$ cat src/rtl/mem_arbiter.sv
// mem_arbiter: arbitrates one RAM port between icache reads and dcache reads/writes
// Ports: CLK/nRST clock and async active-low reset; iREN/iaddr/iwait/iload icache side;
// dREN/dWEN/daddr/dstore/dwait/dload dcache side; ramREN/ramWEN/ramaddr/ramstore/ramload/ramready RAM side.
// IAGE: dcache completions seen with iREN pending before icache is forced the next grant.
module mem_arbiter #(
  parameter int IAGE = 4
) (
  input  logic        CLK,
  input  logic        nRST,
  input  logic        iREN,
  input  logic [31:0] iaddr,
  output logic        iwait,
  output logic [31:0] iload,
  input  logic        dREN,
  input  logic        dWEN,
  input  logic [31:0] daddr,
  input  logic [31:0] dstore,
  output logic        dwait,
  output logic [31:0] dload,
  output logic        ramREN,
  output logic        ramWEN,
  output logic [31:0] ramaddr,
  output logic [31:0] ramstore,
  input  logic [31:0] ramload,
  input  logic        ramready
);
  localparam logic [3:0] AGE_MAX = 4'(IAGE);
  typedef enum logic [1:0] {IDLE, DGRANT, IGRANT} state_t;
  state_t     r_state;
  logic [3:0] r_age;
  logic       w_dreq, w_dcmp, w_icmp, w_ifirst;
  assign w_dreq   = dREN | dWEN;
  // a dropped request never completes, even if ramready happens to be high
  assign w_dcmp   = (r_state == DGRANT) && w_dreq && ramready;
  assign w_icmp   = (r_state == IGRANT) && iREN && ramready;
  assign w_ifirst = iREN && (r_age == AGE_MAX);
  always_ff @(posedge CLK or negedge nRST) begin
    if (!nRST) begin
      r_state <= IDLE;
      r_age   <= '0;
    end else begin
      case (r_state)
        IDLE:    r_state <= (w_dreq && !w_ifirst) ? DGRANT : iREN ? IGRANT : IDLE;
        DGRANT:  r_state <= (!w_dreq || ramready) ? IDLE : DGRANT;
        IGRANT:  r_state <= (!iREN || ramready) ? IDLE : IGRANT;
        default: r_state <= IDLE;
      endcase
      if (!iREN || w_icmp)
        r_age <= '0;
      else if (w_dcmp && r_age != AGE_MAX)
        r_age <= r_age + 4'd1;
    end
  end
  // dREN with dWEN is a write, so the read enable is suppressed
  assign ramREN   = (r_state == DGRANT) ? (dREN & ~dWEN) : (r_state == IGRANT) ? iREN : 1'b0;
  assign ramWEN   = (r_state == DGRANT) & dWEN;
  assign ramaddr  = (r_state == DGRANT) ? daddr : (r_state == IGRANT) ? iaddr : '0;
  assign ramstore = (r_state == DGRANT) ? dstore : '0;
  assign dwait    = ~w_dcmp;
  assign iwait    = ~w_icmp;
  assign dload    = w_dcmp ? ramload : '0;
  assign iload    = w_icmp ? ramload : '0;
endmodule
$ cat config.mk
export PLATFORM = sky130hd
export DESIGN_NAME = mem_arbiter
export DESIGN_NICKNAME = d
export VERILOG_FILES = /design/src/rtl/mem_arbiter.sv
export SDC_FILE = /design/constraint.sdc
export NUM_CORES = 1
export LEC_CHECK = 0
export ABC_AREA = 0
export ABC_CLOCK_PERIOD_IN_PS = 2510
export CORE_AREA = 5 5 100 102
export DETAILED_ROUTE_END_ITERATION = 6
export DIE_AREA = 0 0 105 107
export GPL_ROUTABILITY_DRIVEN = 0
export PLACE_DENSITY = 0.67
export SYNTH_ARGS = -nofsm -noshare
export SYNTH_HDL_FRONTEND = slang
export SYNTH_SLANG_ARGS = --single-unit
$ cat constraint.sdc
create_clock -name CLK -period 2.51 [get_ports CLK]
set_clock_uncertainty 0.15 [all_clocks]
set_input_delay 0.3765 -clock CLK [delete_from_list [all_inputs] [get_ports CLK]]
set_output_delay 0.3765 -clock CLK [all_outputs]
set_load 0.02 [all_outputs]
==> results_tabular.tex, run 1 <==
\begin{tabular}{lr}
\hline
Metric & Value \\
\hline
\multicolumn{2}{l}{\textbf{Final layout}} \\
Most common library cell in the layout ignoring fill and taps & sky130\_fd\_sc\_hd\_\_clkdlybuf4s50\_1 \\
Area taken by flip-flops and latches & about 150 sq um \\
Layout Nets & 591 \\
Number of antenna diodes & 0 \\
Area added between synthesis and finish & 195\% \\
Fraction of final layout cells with drive strength greater than 1 & under 10\% \\
Filler-free cell count of the finished design & roughly 560 \\
Multi-input gate area in the final layout & around 1200 sq um \\
Leading cell types in the layout, fill and taps excluded & sky130\_fd\_sc\_hd\_\_clkdlybuf4s50\_1 (198), sky130\_fd\_sc\_hd\_\_and2\_1 (96), sky130\_fd\_sc\_hd\_\_dlygate4sd2\_1 (65), sky130\_fd\_sc\_hd\_\_a22o\_1 (32), sky130\_fd\_sc\_hd\_\_nand3\_1 (8) \\
Fillers & $\sim$900 \\
\multicolumn{2}{l}{\textbf{STA}} \\
Worst slew pin tran & around 290 ps \\
Worst slack on hold paths & roughly 250 ps \\
Count of final max-slew check failures & 0 \\
Worst rel slew slack & 80.9\% \\
Final Hold Violating Endpoints & 0 \\
Final-layout setup total negative slack & 0 ps \\
RSZ-0062 raised after global routing & false \\
Final critical-path share of the clock period & 96.1\% \\
Tmin final & approximately 2400 ps \\
Endpoints failing setup & 0 \\
Maximum clock frequency & around 410 MHz \\
\multicolumn{2}{l}{\textbf{GRT}} \\
Total congestion overflow & 0 \\
Maximum number of pins on one net before global-route repair & 44 \\
Initial antenna violation count & 0 \\
GRT Util Overall & around 15\% \\
Via count of the first global-routing pass & between 2000 and 3000 \\
First-pass GRT wire length & approximately 13000 um \\
\multicolumn{2}{l}{\textbf{Critical path}} \\
Startpoint class of the critical path & register \\
Worst Setup End Kind & output port \\
Type of the worst setup path & reg -> out \\
CP Data Arrival Time & $\sim$1900 ps \\
Max Fanout on Critical Path & between 40 and 50 \\
R2R Setup Slk & between 800 and 900 ps \\
Required time at the endpoint of the critical path & around 2000 ps \\
\multicolumn{2}{l}{\textbf{Clocking}} \\
H-tree levels & 1 \\
CTS sink count & 6 \\
Root Buffer & sky130\_fd\_sc\_hd\_\_clkbuf\_8 \\
Clock slew at the register clock pins of the worst setup and hold paths & 30 ps \\
Post-CTS setup-driven buffer insertion count & 0 \\
CTS tree & built \\
CTS Buf Count & 3 \\
Maximum number of buffers from clock root to sink & 2 \\
Insertion delay of the later-clocked pin in the worst-skew pair & 220 ps \\
Hold buffers post-CTS & 0 \\
\multicolumn{2}{l}{\textbf{Synthesis}} \\
Flip-flop and latch count after synthesis & 6 \\
Yosys cell types & 27 \\
Number of instances in the synthesized netlist & 194 \\
Netlist area before placement & 1430 sq um \\
Sequential cell area fraction in the yosys report & a little over a tenth \\
Top area cells in the synthesized netlist & sky130\_fd\_sc\_hd\_\_and2\_1 (42\%), sky130\_fd\_sc\_hd\_\_a22o\_1 (20\%), sky130\_fd\_sc\_hd\_\_dfrtp\_1 (11\%) \\
Cell type with the highest aggregate area in the netlist & sky130\_fd\_sc\_hd\_\_and2\_1 \\
Synthesized net count & 330 \\
Yosys top cell area share & 42.1\% \\
Avg Inst Size Synth & $\sim$7.4 sq um \\
Number of synthesis warnings & 0 \\
\multicolumn{2}{l}{\textbf{Routing}} \\
Drt first-iter violations & 71 \\
Vias after detailed routing & $\sim$2400 \\
Total length of routed wires & $\sim$9000 um \\
Detail-routed net length per standard cell & between 15 and 20 um \\
Number of iterations in the first detailed-routing pass & 4 \\
DR DRC count & 0 \\
Remaining antenna violation count after routing & 0 \\
Ratio of routed vias to standard cells & between 4 and 5 \\
\multicolumn{2}{l}{\textbf{Die}} \\
Area enclosed by the die boundary & between 10000 and 15000 sq um \\
I/O pins & around 270 \\
Overall die height & around 110 um \\
Die width & 105 um \\
Initial core utilization & between 10\% and 20\% \\
Area of the core & approximately 9000 sq um \\
Placement Rows & 35 \\
\multicolumn{2}{l}{\textbf{Placement}} \\
HPWL after detailed placement & 7990 um \\
Count of placed standard cells including taps & between 500 and 600 \\
Input/output buffers & 265 \\
\multicolumn{2}{l}{\textbf{Power}} \\
Switching part of the total power & a little under two fifths \\
Power density over the cells & $\sim$270 nW/um\^{}2 \\
Share of total power in the clock network & between 10 and 15\% \\
Proportion of power drawn by combinational gates & 77.7\% \\
Peak supply drop & 0.162 mV \\
Internal Pwr Total & 0.706 mW \\
Sequential share of power & under 10\% \\
Total leakage power & about 1.9 nW \\
Switching power summed over all nets & 0.423 mW \\
Total power draw & between 1 and 1.5 mW \\
\multicolumn{2}{l}{\textbf{Job}} \\
Number of max-capacitance violations reported & 0 \\
\multicolumn{2}{l}{\textbf{Hold path}} \\
Type of the tightest min-delay check & in -> async \\
\multicolumn{2}{l}{\textbf{Status}} \\
Result of the run & finished clean \\
\hline
\end{tabular}
==> critical path, stage by stage, from the launching register on <==
cell,delay [ps]
sky130_fd_sc_hd__dfrtp_2,430
sky130_fd_sc_hd__nor2b_4,220
sky130_fd_sc_hd__buf_12,200
sky130_fd_sc_hd__a22o_1,170
sky130_fd_sc_hd__clkdlybuf4s50_1,630
==> final timing paths <==
path,startpoint,to,cells after the start
max,r_state[0],ramaddr[6],4
min,nRST,r_age[2],1
max reg2reg,r_age[0],r_age[2],5
min reg2reg,r_age[3],r_age[3],2
max in group asynchronous,nRST,r_state[0],1
min in group CLK,r_age[3],r_age[3],2
==> cell usage after synthesis <==
master / count
sky130_fd_sc_hd__and2_1: 96
sky130_fd_sc_hd__a22o_1: 32
sky130_fd_sc_hd__buf_2: 11
sky130_fd_sc_hd__nand3_1: 8
sky130_fd_sc_hd__dfrtp_1: 6
sky130_fd_sc_hd__inv_1: 5
sky130_fd_sc_hd__buf_4: 4
sky130_fd_sc_hd__mux2i_1: 4
sky130_fd_sc_hd__nor2_1: 3
sky130_fd_sc_hd__buf_6: 2
sky130_fd_sc_hd__ha_1: 2
sky130_fd_sc_hd__nand2_1: 2
sky130_fd_sc_hd__nand3b_1: 2
sky130_fd_sc_hd__nor2_2: 2
sky130_fd_sc_hd__nor2b_1: 2
sky130_fd_sc_hd__nor3_1: 2
sky130_fd_sc_hd__a211oi_1: 1
sky130_fd_sc_hd__a32o_1: 1
sky130_fd_sc_hd__and3b_1: 1
sky130_fd_sc_hd__clkbuf_1: 1
sky130_fd_sc_hd__nand2b_1: 1
sky130_fd_sc_hd__nand2b_4: 1
sky130_fd_sc_hd__nor3_2: 1
sky130_fd_sc_hd__nor3b_1: 1
sky130_fd_sc_hd__nor4b_2: 1
sky130_fd_sc_hd__o21a_1: 1
sky130_fd_sc_hd__o21ai_1: 1
==> cells by family (layout without fill, tap and decap cells) <==
family	count (synthesis)	count (layout)	share of synthesized area, %
muxes	4	4	2.81
adders and majority gates	2	2	1.75
buffers and inverters	23	282	9.12
and+or+nand+nor	123	123	54.0
DFF	6	6	10.5
AOI/OAI and AO/OA	36	36	21.8
==> power groups by stage <==
stage	Clock, mW	Sequential [mW]	Combinational (mW)
5_1_grt	0.152	0.113	0.929
6_report	0.141	0.111	0.878
3_3_place_gp	0	0.111	0.904
2_1_floorplan	0	0.109	0.384
4_1_cts	0.146	0.111	0.892
3_5_place_dp	0	0.112	0.911
==> cell type report <==
| type | instances | share of cell area [%] |
|---|---|---|
| repair buffers | 274 | 64.1 |
| multi-input cells | 165 | 27.5 |
| flip-flops and latches | 6 | 3.63 |
| well taps | 111 | 3.30 |
| clock buffers | 3 | 0.982 |
| inverters | 5 | 0.446 |
==> through the flow <==
| stage | instance area, sq um | util, % | worst slack (ps) |
|---|---|---|---|
| floorplan | 1430 | - | 818 |
| global placement | 4230 | 46.9 | -101 |
| detailed placement | 4230 | 46.9 | -102 |
| CTS | 4200 | 46.6 | 46.9 |
| global route | 4210 | 46.6 | 2.06 |
| finish | 4210 | 46.6 | 97.4 |
==> state kept, by name, indices dropped and copies added, names as in the netlist <==
register and flops:
r_age 4, r_state 2
==> per-layer routing <==
layer	vias to the layer above	global-route usage, %	wire, um	share of wire [%]
li1	1180	-	-	-
met4	0	4.29	160	1.8
met3	13	6.80	1100	12
met5	-	0	0	0
met2	164	26.7	4580	50
met1	1064	15.0	3230	36
==> timing repair <==
item / CTS / global route
resized for setup: 68 / 2
setup endpoints to repair: 80 / 2
hold endpoints to repair: 0 / 0
Note: power is estimated with default switching activity, not from simulation.
==> inputs of run 2 (changes only) <==
--- a/config.mk
+++ b/config.mk
@@ -7,6 +7,7 @@
 export LEC_CHECK = 0
 export ABC_AREA = 0
 export ABC_CLOCK_PERIOD_IN_PS = 2510
+export CAP_MARGIN = 20
 export CORE_AREA = 5 5 100 102
 export DETAILED_ROUTE_END_ITERATION = 6
 export DIE_AREA = 0 0 105 107
==> results of run 2 <==
The final DEF is identical to that of run 1; final timing and power are the same.
==> inputs of run 3 (changes only) <==
--- a/config.mk
+++ b/config.mk
@@ -7,12 +7,10 @@
 export LEC_CHECK = 0
 export ABC_AREA = 0
 export ABC_CLOCK_PERIOD_IN_PS = 2510
-export CAP_MARGIN = 20
-export CORE_AREA = 5 5 100 102
+export CORE_AREA = 2 2 103 105
 export DETAILED_ROUTE_END_ITERATION = 6
 export DIE_AREA = 0 0 105 107
 export GPL_ROUTABILITY_DRIVEN = 0
-export PLACE_DENSITY = 0.67
 export SYNTH_ARGS = -nofsm -noshare
 export SYNTH_HDL_FRONTEND = slang
 export SYNTH_SLANG_ARGS = --single-unit
==> constraint.sdc (replaced) <==
create_clock -name CLK -period 2.51 [get_ports CLK]
set_clock_uncertainty 0.15 [all_clocks]
set_input_delay 0.3765 -clock CLK [delete_from_list [all_inputs] [get_ports CLK]]
set_output_delay 0.3765 -clock CLK [all_outputs]
set_load 0.1 [all_outputs]
==> results_tabular.tex, run 3 (synthesis results as in run 1) <==
\begin{tabular}{lr}
\hline
Metric & Value \\
\hline
\multicolumn{2}{l}{\textbf{Clocking}} \\
CTS Buf Count & 3 (unchanged) \\
Post-cts gate resize count & 0 (was 68) \\
Insertion delay of the later-clocked pin in the worst-skew pair & 230 ps (was 220 ps) \\
CTS tree & built (unchanged) \\
Clock slew at the register clock pins of the worst setup and hold paths & 40 ps (was 30 ps) \\
Post-CTS setup-driven buffer insertion count & 0 (unchanged) \\
Maximum number of buffers from clock root to sink & 2 (unchanged) \\
Hold buffers post-CTS & 0 (unchanged) \\
H-tree levels & 1 (unchanged) \\
CTS sink count & 6 (unchanged) \\
Root Buffer & sky130\_fd\_sc\_hd\_\_clkbuf\_8 (unchanged) \\
\multicolumn{2}{l}{\textbf{Power}} \\
Switching part of the total power & 57.2\% (was 37.5\%) \\
Internal Pwr Total & 1.01 mW (was 0.706 mW) \\
Switching power summed over all nets & 1.35 mW (was 0.423 mW) \\
Peak supply drop & 0.181 mV (was 0.162 mV) \\
Share of total power in the clock network & 6.2\% (was 12.5\%) \\
Total leakage power & 2.26 nW (was 1.94 nW) \\
Proportion of power drawn by combinational gates & 89.1\% (was 77.7\%) \\
Power density over the cells & 423 nW/um\^{}2 (was 269 nW/um\^{}2) \\
Sequential share of power & 4.7\% (was 9.8\%) \\
\multicolumn{2}{l}{\textbf{Critical path}} \\
Startpoint class of the critical path & input pin (was register) \\
Start of the worst register-to-register path & r\_age[0] (unchanged) \\
Largest stage delay on the critical path & 530 ps (was 630 ps) \\
Cell with the largest stage delay on the worst path & sky130\_fd\_sc\_hd\_\_clkdlybuf4s50\_1 (unchanged) \\
Worst Reg2Reg Path Length in Cells & 5 (unchanged) \\
Max Fanout on Critical Path & 33 (was 43) \\
Worst Setup End Kind & output port (unchanged) \\
R2R Setup Slk & 830 ps (was 850 ps) \\
Required time at the endpoint of the critical path & 1980 ps (about the same) \\
CP Data Arrival Time & 1810 ps (was 1890 ps) \\
Type of the worst setup path & in -> out (was reg -> out) \\
Library cell appearing most often on the critical path & sky130\_fd\_sc\_hd\_\_buf\_12 \\
Ordered cell list for the critical path & clkdlybuf4s50\_1, o21ai\_1, nor2\_2, buf\_12, and2\_1, buf\_12 (was nor2b\_4, buf\_12, a22o\_1, clkdlybuf4s50\_1) \\
FF-to-FF End & r\_age[2] (unchanged) \\
\multicolumn{2}{l}{\textbf{Die}} \\
Die width & 105 um (unchanged) \\
Area of the core & 10100 sq um (was 9020 sq um) \\
Placement Rows & 37 (was 35) \\
Area enclosed by the die boundary & 11200 sq um (unchanged) \\
Initial core utilization & 14.1\% (was 15.8\%) \\
I/O pins & 266 (unchanged) \\
Overall die height & 107 um (unchanged) \\
\multicolumn{2}{l}{\textbf{GRT}} \\
Fraction of met3 tracks used by global routing & 6.08\% (was 6.80\%) \\
GRT Util Overall & 15.9\% (was 14.7\%) \\
First-pass GRT wire length & 14300 um (was 13300 um) \\
GR Layer Usage met1 & 17.0\% (was 15.0\%) \\
Via count of the first global-routing pass & 2587 (was 2547) \\
Met2 track demand over resource & 29.2\% (was 26.7\%) \\
Maximum number of pins on one net before global-route repair & 66 (was 44) \\
Total congestion overflow & 0 (unchanged) \\
Layer carrying the most global-route usage & met2 (unchanged) \\
Initial antenna violation count & 0 (unchanged) \\
\multicolumn{2}{l}{\textbf{Routing}} \\
Remaining antenna violation count after routing & 0 (unchanged) \\
Drt first-iter violations & 109 (was 71) \\
Total length of routed wires & 9490 um (was 9080 um) \\
Detail-routed net length per standard cell & 16.2 um (was 16.1 um) \\
Vias after detailed routing & 2463 (was 2421) \\
Ratio of routed vias to standard cells & 4.21 (was 4.29) \\
DR DRC count & 0 (unchanged) \\
Number of iterations in the first detailed-routing pass & 4 (unchanged) \\
\multicolumn{2}{l}{\textbf{Hold path}} \\
Type of the tightest min-delay check & in -> async (unchanged) \\
\multicolumn{2}{l}{\textbf{STA}} \\
Final critical-path share of the clock period & 93.3\% (was 96.1\%) \\
Endpoints failing setup & 0 (unchanged) \\
Worst rel slew slack & 74.8\% (was 80.9\%) \\
Count of final max-slew check failures & 0 (unchanged) \\
RSZ-0062 raised after global routing & false (unchanged) \\
Final-layout setup total negative slack & 0 ps (unchanged) \\
Worst path setup slack after routing & 169 ps (was 97.4 ps) \\
Tmin final & 2340 ps (was 2410 ps) \\
Maximum clock frequency & 427 MHz (was 414 MHz) \\
Final Hold Violating Endpoints & 0 (unchanged) \\
Worst slew pin tran & 376 ps (was 285 ps) \\
\multicolumn{2}{l}{\textbf{Placement}} \\
Setup slack after placement & 155 ps (was -102 ps) \\
Input/output buffers & 265 (unchanged) \\
HPWL after detailed placement & 8170 um (was 7990 um) \\
\multicolumn{2}{l}{\textbf{Final layout}} \\
Top flop regs & r\_age: 4 flops, r\_state: 2 flops (unchanged) \\
Fraction of final layout cells with drive strength greater than 1 & 32.7\% (was 4.64\%) \\
Number of antenna diodes & 0 (unchanged) \\
Area taken by flip-flops and latches & 150 sq um (was 153 sq um) \\
Number of flip-flops under the largest register name & 4 (unchanged) \\
Most flops, register & r\_age (unchanged) \\
Most common library cell in the layout ignoring fill and taps & sky130\_fd\_sc\_hd\_\_buf\_12 (was sky130\_fd\_sc\_hd\_\_clkdlybuf4s50\_1) \\
Area added between synthesis and finish & 292\% (was 195\%) \\
Layout Nets & 587 (was 591) \\
Fillers & 889 (was 893) \\
Multi-input gate area in the final layout & 1160 sq um (unchanged) \\
Leading cell types in the layout, fill and taps excluded & sky130\_fd\_sc\_hd\_\_buf\_12 (135), sky130\_fd\_sc\_hd\_\_clkdlybuf4s50\_1 (133), sky130\_fd\_sc\_hd\_\_and2\_1 (96), sky130\_fd\_sc\_hd\_\_a22o\_1 (32), sky130\_fd\_sc\_hd\_\_nand3\_1 (8) (was sky130\_fd\_sc\_hd\_\_clkdlybuf4s50\_1 (198), sky130\_fd\_sc\_hd\_\_and2\_1 (96), sky130\_fd\_sc\_hd\_\_dlygate4sd2\_1 (65), sky130\_fd\_sc\_hd\_\_a22o\_1 (32), sky130\_fd\_sc\_hd\_\_nand3\_1 (8)) \\
\multicolumn{2}{l}{\textbf{Status}} \\
Result of the run & finished clean (unchanged) \\
\multicolumn{2}{l}{\textbf{Job}} \\
Number of max-capacitance violations reported & 0 (unchanged) \\
\hline
\end{tabular}
==> run 3: metrics by stage <==
step | util (%) | instance area, sq um | cells | hold WS, ps | power (mW)
final | 55.3 | 5590 | 585 | 252 | 2.36
after global routing | 55.3 | 5590 | 585 | 274 | 2.43
after CTS | 55.3 | 5590 | 585 | 255 | 2.38
after detailed placement | 54.9 | 5540 | 582 | 442 | 2.23
after global placement | 54.9 | 5540 | 582 | 403 | 2.22
after floorplan | - | 1430 | 194 | -69.1 | 1.32
==> run 3: layer usage <==
metal / share of wire (%) / up-vias
met5: 0 / -
met4: 1.7 / 0
met3: 11 / 12
met2: 52 / 159
met1: 35 / 1125
li1: - / 1167
==> run 3: worst max-delay path: cells and delay by family <==
kind                   cells  cell delay [ps]
and+or+nand+nor            2              360
buffers and inverters      3              900
AOI/OAI and AO/OA          1              170
==> run 3: power groups by stage <==
| stage | logic, mW | clock network, mW | registers [mW] |
|---|---|---|---|
| after floorplan | 1.21 | 0 | 0.109 |
| after global placement | 2.10 | 0 | 0.112 |
| after detailed placement | 2.11 | 0 | 0.112 |
| after CTS | 2.12 | 0.152 | 0.111 |
| after global routing | 2.16 | 0.159 | 0.112 |
| final | 2.11 | 0.146 | 0.111 |
==> run 3: worst max-delay path by stage <==
stage	startpoint	end	slack (ps)	cells past startpoint
floorplan	r_state[1]	ramWEN	140	2
global placement	ramready	dload[30]	170	6
detailed placement	ramready	dload[20]	160	6
CTS	ramready	dload[9]	150	6
global route	ramready	dload[23]	20	6
finish	ramready	dload[9]	170	6
==> run 3: area by class of cell <==
type	instances	share of cell area, %
Clock buffer	3	0.739
Inverter	5	0.336
Multi-Input combinational cell	165	20.7
Sequential cell	6	2.69
Tap cell	136	3.05
Timing Repair Buffer	270	72.5
